===== config.mk =====
export PLATFORM = sky130hd
export DESIGN_NAME = mat_mem_arb
export DESIGN_NICKNAME = d
export VERILOG_FILES = /design/src/rtl/mat_mem_arb.sv
export SDC_FILE = /design/constraint.sdc
export NUM_CORES = 1
export LEC_CHECK = 0
export CAP_MARGIN = 15
export CORE_MARGIN = 2
export CORE_UTILIZATION = 41
export DETAILED_ROUTE_END_ITERATION = 10
export MAX_ROUTING_LAYER = met4
export PLACE_DENSITY = 0.85
export SLEW_MARGIN = 0
export SYNTH_ARGS = -nofsm -noshare
export SYNTH_HDL_FRONTEND = slang
export SYNTH_SLANG_ARGS = --single-unit

===== constraint.sdc =====
create_clock -name clk -period 3.5 [get_ports clk]
set_input_delay 1.05 -clock clk [delete_from_list [all_inputs] [get_ports clk]]
set_output_delay 1.05 -clock clk [all_outputs]
set_load 0.05 [all_outputs]

===== src/rtl/mat_mem_arb.sv =====
// mat_mem_arb
// Arbitrates two burst requesters onto one single-port coefficient memory.
// Port 0 is the Toeplitz engine and port 1 is the host loader.
// The arbiter uses round-robin on a tie and always inserts one idle cycle
// between bursts.
//
// Optional feature: define MAT_ARB_TIMEOUT_EN to build a burst watchdog.
// The watchdog forces a release after TMO cycles of ownership and pulses err.
// Without the macro, err is tied to 0 and bursts can run forever.
//
// Ports:
//   clk, rst_n           clock, asynchronous active-low reset
//   req0/1               requester wants memory beats
//   addr0/1              read address, sampled on a beat
//   last0/1              current beat is the final beat of the burst
//   gnt0/1               requester owns the memory port
//   rdata0/1, rvalid0/1  read data and its qualifier, one cycle after a beat
//   mem_addr, mem_rd     single-port memory address and read strobe
//   mem_rdata            memory data, valid one cycle after mem_rd
//   err                  one-cycle pulse on a watchdog-forced release
module mat_mem_arb #(
  parameter int AW  = 8,
  parameter int DW  = 16,
  parameter int TMO = 64
) (
  input  logic          clk,
  input  logic          rst_n,
  input  logic          req0,
  input  logic          req1,
  input  logic [AW-1:0] addr0,
  input  logic [AW-1:0] addr1,
  input  logic          last0,
  input  logic          last1,
  output logic          gnt0,
  output logic          gnt1,
  output logic [DW-1:0] rdata0,
  output logic [DW-1:0] rdata1,
  output logic          rvalid0,
  output logic          rvalid1,
  output logic [AW-1:0] mem_addr,
  output logic          mem_rd,
  input  logic [DW-1:0] mem_rdata,
  output logic          err
);

  typedef enum logic [1:0] {IDLE, OWN0, OWN1} state_t;

  state_t        state;
  state_t        state_nxt;
  logic          last_owner;
  logic          beat0;
  logic          beat1;
  logic          tmo_hit;
  logic          tmo_force;
  logic [DW-1:0] hold0;
  logic [DW-1:0] hold1;

  // Grants come straight from the state register, so they are glitch-free.
  assign gnt0  = (state == OWN0);
  assign gnt1  = (state == OWN1);
  assign beat0 = gnt0 & req0;
  assign beat1 = gnt1 & req1;

  // The memory port is driven only by the owner's beat.
  // It is zeroed otherwise, so a non-owner's inputs can never leak through.
  always_comb begin
    mem_rd   = beat0 | beat1;
    mem_addr = '0;
    if (beat0)
      mem_addr = addr0;
    else if (beat1)
      mem_addr = addr1;
  end

`ifdef MAT_ARB_TIMEOUT_EN
  localparam int CW = $clog2(TMO + 1);
  localparam logic [CW-1:0] CNT_LAST = CW'(TMO - 1);

  logic [CW-1:0] wd_cnt;
  logic          err_q;

  // Idle clears the counter, so it always starts at 0 on entry to OWN n.
  always_ff @(posedge clk or negedge rst_n) begin
    if (!rst_n) begin
      wd_cnt <= '0;
      err_q  <= 1'b0;
    end else begin
      wd_cnt <= (state == IDLE) ? '0 : wd_cnt + 1'b1;
      err_q  <= tmo_force;
    end
  end

  assign tmo_hit = (state != IDLE) && (wd_cnt == CNT_LAST);
  assign err     = err_q;
`else
  assign tmo_hit = 1'b0;
  assign err     = 1'b0;
`endif

  // A forced release counts only when the burst would otherwise continue.
  // This means req is still held and the current beat is not the last one.
  assign tmo_force = tmo_hit &&
                     (((state == OWN0) && req0 && !last0) ||
                      ((state == OWN1) && req1 && !last1));

  // Next-state logic. On a tie, the grant goes to the port not served last.
  always_comb begin
    state_nxt = state;
    case (state)
      IDLE: begin
        if (req0 && req1)
          state_nxt = last_owner ? OWN0 : OWN1;
        else if (req0)
          state_nxt = OWN0;
        else if (req1)
          state_nxt = OWN1;
      end
      OWN0: begin
        if (!req0 || last0 || tmo_force)
          state_nxt = IDLE;
      end
      OWN1: begin
        if (!req1 || last1 || tmo_force)
          state_nxt = IDLE;
      end
      default: state_nxt = IDLE;
    endcase
  end

  // last_owner follows every exit from an OWN state, whatever caused it.
  always_ff @(posedge clk or negedge rst_n) begin
    if (!rst_n) begin
      state      <= IDLE;
      last_owner <= 1'b1;
    end else begin
      state <= state_nxt;
      if ((state == OWN0) && (state_nxt == IDLE))
        last_owner <= 1'b0;
      else if ((state == OWN1) && (state_nxt == IDLE))
        last_owner <= 1'b1;
    end
  end

  // Read return path. rvalid lags the beat by one cycle to line up with
  // the memory latency. Reset clears rvalid, so an in-flight read is dropped.
  always_ff @(posedge clk or negedge rst_n) begin
    if (!rst_n) begin
      rvalid0 <= 1'b0;
      rvalid1 <= 1'b0;
      hold0   <= '0;
      hold1   <= '0;
    end else begin
      rvalid0 <= beat0;
      rvalid1 <= beat1;
      if (rvalid0)
        hold0 <= mem_rdata;
      if (rvalid1)
        hold1 <= mem_rdata;
    end
  end

  // The memory data is passed through in the rvalid cycle.
  // Otherwise the last returned word is presented.
  assign rdata0 = rvalid0 ? mem_rdata : hold0;
  assign rdata1 = rvalid1 ? mem_rdata : hold1;

endmodule


==> summary.md <==
| Metric | Value |
|---|---|
| Status | `finished clean` |
| Sum Neg Setup Slack | `0 ns` |
| Largest net degree at the start of global routing | `38` |
| Layout Nets | `approximately 220` |
| Antenna cells | `0` |
| IO Count | `between 80 and 90` |
| RSZ-0062 raised after global routing | `no` |
| Clock transition at path regs | `~0.1 ns` |
| Drt wl/cell | `~18 microns` |
| GRT Total Usage | `21.4%` |
| Avg Inst Size Synth | `about 15 sq um` |
| Post-DP HPWL | `3.26 mm` |
| Die height | `around 65 microns` |
| Fin. max-slew vios | `0` |
| Initial DRC count | `54` |
| Predominant post-synthesis flop cell | `dfrtp_1` |
| Slew @ Worst Pin | `around 0.8 ns` |
| DRC | `0` |
| Final wirelength | `4.08 mm` |
| Final setup viols | `0` |
| Psw | `1.36 mW` |
| Slack of the critical path | `approximately 0.099 ns` |
| Synth Register Bits | `37` |
| Vias | `between 1000 and 1500` |
| Clock Sinks | `37` |
| CTS Hold Bufs | `0` |
| Power per cell area | `roughly 1100 nW/um^2` |
| Pwr Total | `~3 mW` |
| Fmax | `0.294 GHz` |
| Synthesis Warnings | `0` |
| Critical Path End Type | `output port` |
| Crit Path Category | `primary input to output port` |
| Critical Path Fanout Max | `10` |
| Skew-Pair Late Insertion Delay | `0.33 ns` |
| Reg power frac | `~23%` |
| Yosys cell types | `22` |
| Post-synth ARST share | `100%` |
| Die Area | `around 4200 sq um` |
| Post-synthesis cell area | `about 1500 sq um` |
| Crit path DAT | `between 2 and 2.5 ns` |
| Switching portion of total power | `between 40 and 50%` |
| EDFF count, synth | `0` |
| Initial antenna violation count | `0` |
| Max_cap viols | `0` |
| Max_slew headroom | `a little under half` |
| Hold WC Path Type | `flop to flop` |
| Maximum clock path buffer count | `2` |
| PortBufs | `around 80` |
| Layout cells sized above 1 | `46.5%` |
| Initial Util | `between 40% and 50%` |
| First-pass GRT wire length | `approximately 6.4 mm` |
| Die width | `64.5 microns` |
| Final Wtd Congestion | `just over 0.7` |
| Placeable Area | `roughly 3400 sq um` |
| Synth top area cells | `dfrtp_1 (60%), mux2_2 (22%), a22o_1 (5.2%)` |
| Layout area overhead | `87.1%` |
| Worst Skew | `~0.007 ns` |
| CTS buffer count | `5` |
| Internal | `~1.7 mW` |
| Top cell type's share of synthesized area | `60.0%` |
| First-pass detailed-route iteration total | `4` |
| Seq/Total Area, Yosys | `about 60%` |
| Post-DRT Antenna Nets | `0` |
| Leakage | `roughly 1.2 nW` |
| Maximum vdd drop | `between 0.001 and 0.0015 V` |
| Total gr overflow | `0` |
| Clock Power Share | `about 8%` |
| Gate power share | `roughly 69%` |
| Syn Inst Count | `approximately 100` |
| Final Hold Fails | `0` |
| Post-DR vias/cell | `between 5 and 6` |
| CTS tree | `done` |
| CTS Root Cell | `clkbuf_4` |
| Row count | `21` |
| Number of global-route vias before repair | `about 1300` |
| Min Clock Period, post-route | `~3.4 ns` |
| CP required | `2.45 ns` |
| CP Launch Type | `primary input` |
| Largest area contributor in the netlist | `dfrtp_1` |
| Dpl ws | `about 0.006 ns` |
| Syn nets | `139` |
| Depth of the CTS H-tree | `2` |
| Final worst path period share | `between 90% and 100%` |
## flip-flops by register name (all words and copies together) (netlist names)
register,flops
hold0,16
hold1,16
state,2
last_owner,1
rvalid0,1
rvalid1,1
## Yosys cell counts, types with 2 or more instances
cell type,instances
mux2_2,30
a22o_1,9
o21ai_0,2
inv_1,2
mux2_1,2
dfrtp_1,36
buf_2,5
## worst max-delay path, cell delays in order
cell             delay (ns)
clkdlybuf4s50_1        0.47
nor2b_1                0.18
and2_2                 0.28
a22o_1                 0.22
buf_12                 0.15
## area by class of cell
| class | instances | area [sq um] |
|---|---|---|
| repair buffers | 85 | 1220 |
| flip-flops and latches | 37 | 927 |
| clock inverters | 1 | 5.00 |
| fillers | 171 | 604 |
| clock buffers | 7 | 65.1 |
| inverters | 2 | 7.51 |
| well taps | 46 | 57.6 |
| multi-input cells | 55 | 526 |
## cell usage in the layout, fill, tap and decap left out, types with 2 or more instances in the layout
master           instances
buf_12                  39
a22o_1                   9
clkbuf_4                 5
buf_4                    5
clkbuf_8                 2
dfrtp_1                 36
mux2_2                  30
mux2_1                   2
o21ai_0                  2
clkdlybuf4s50_1         40
inv_1                    2
## per-layer routing
metal	share of wire [%]	routed length, microns	global-route usage, %	up-vias
li1	-	-	-	527
met1	37	1510	22.3	567
met2	53	2150	38.4	77
met3	9.6	393	8.68	6
met4	0.83	34	4.26	0
met5	0	0	-	-
## power groups by stage
stage	Combinational (mW)	Clock [mW]	Sequential [mW]
final	2.14	0.253	0.700
after global routing	2.20	0.282	0.718
after CTS	2.16	0.260	0.704
after detailed placement	2.15	0	0.711
after global placement	2.11	0	0.694
after floorplan	1.09	0	0.686
## cell families after synthesis
logic type	after synthesis	synth area share (%)
DFF	37	61.7
muxes	32	24.0
AOI/OAI and AO/OA	12	6.58
and+or+nand+nor	10	4.08
buffers and inverters	9	3.41
other	1	0.250
## worst paths after layout
check | slack (ns) | cells after the start | end | start
max in group asynchronous | 2.21 | 1 | state[1] | rst_n
min in group asynchronous | 0.79 | 1 | hold0[10] | rst_n
setup / recovery | 0.1 | 5 | mem_addr[0] | req0
hold / removal | 0.50 | 1 | hold1[7] | hold1[7]
hold reg to reg | 0.50 | 1 | hold1[7] | hold1[7]
setup reg to reg | 2.12 | 2 | hold0[8] | rvalid0
## metrics by stage
step	hold slack (ns)	cell area, sq um	utilization, %	instances
final	0.497	2810	82.3	233
after global routing	0.529	2810	82.3	233
after CTS	0.501	2810	82.3	233
after detailed placement	0.477	2740	80.2	225
after global placement	0.471	2740	80.2	225
after floorplan	0.487	1500	-	101
## what timing repair did
item	CTS	global route
gates resized for setup	1	0
setup buffers	0	0
setup endpoints to repair	1	0
hold endpoints to repair	0	0
(Power assumes the default switching activity.)
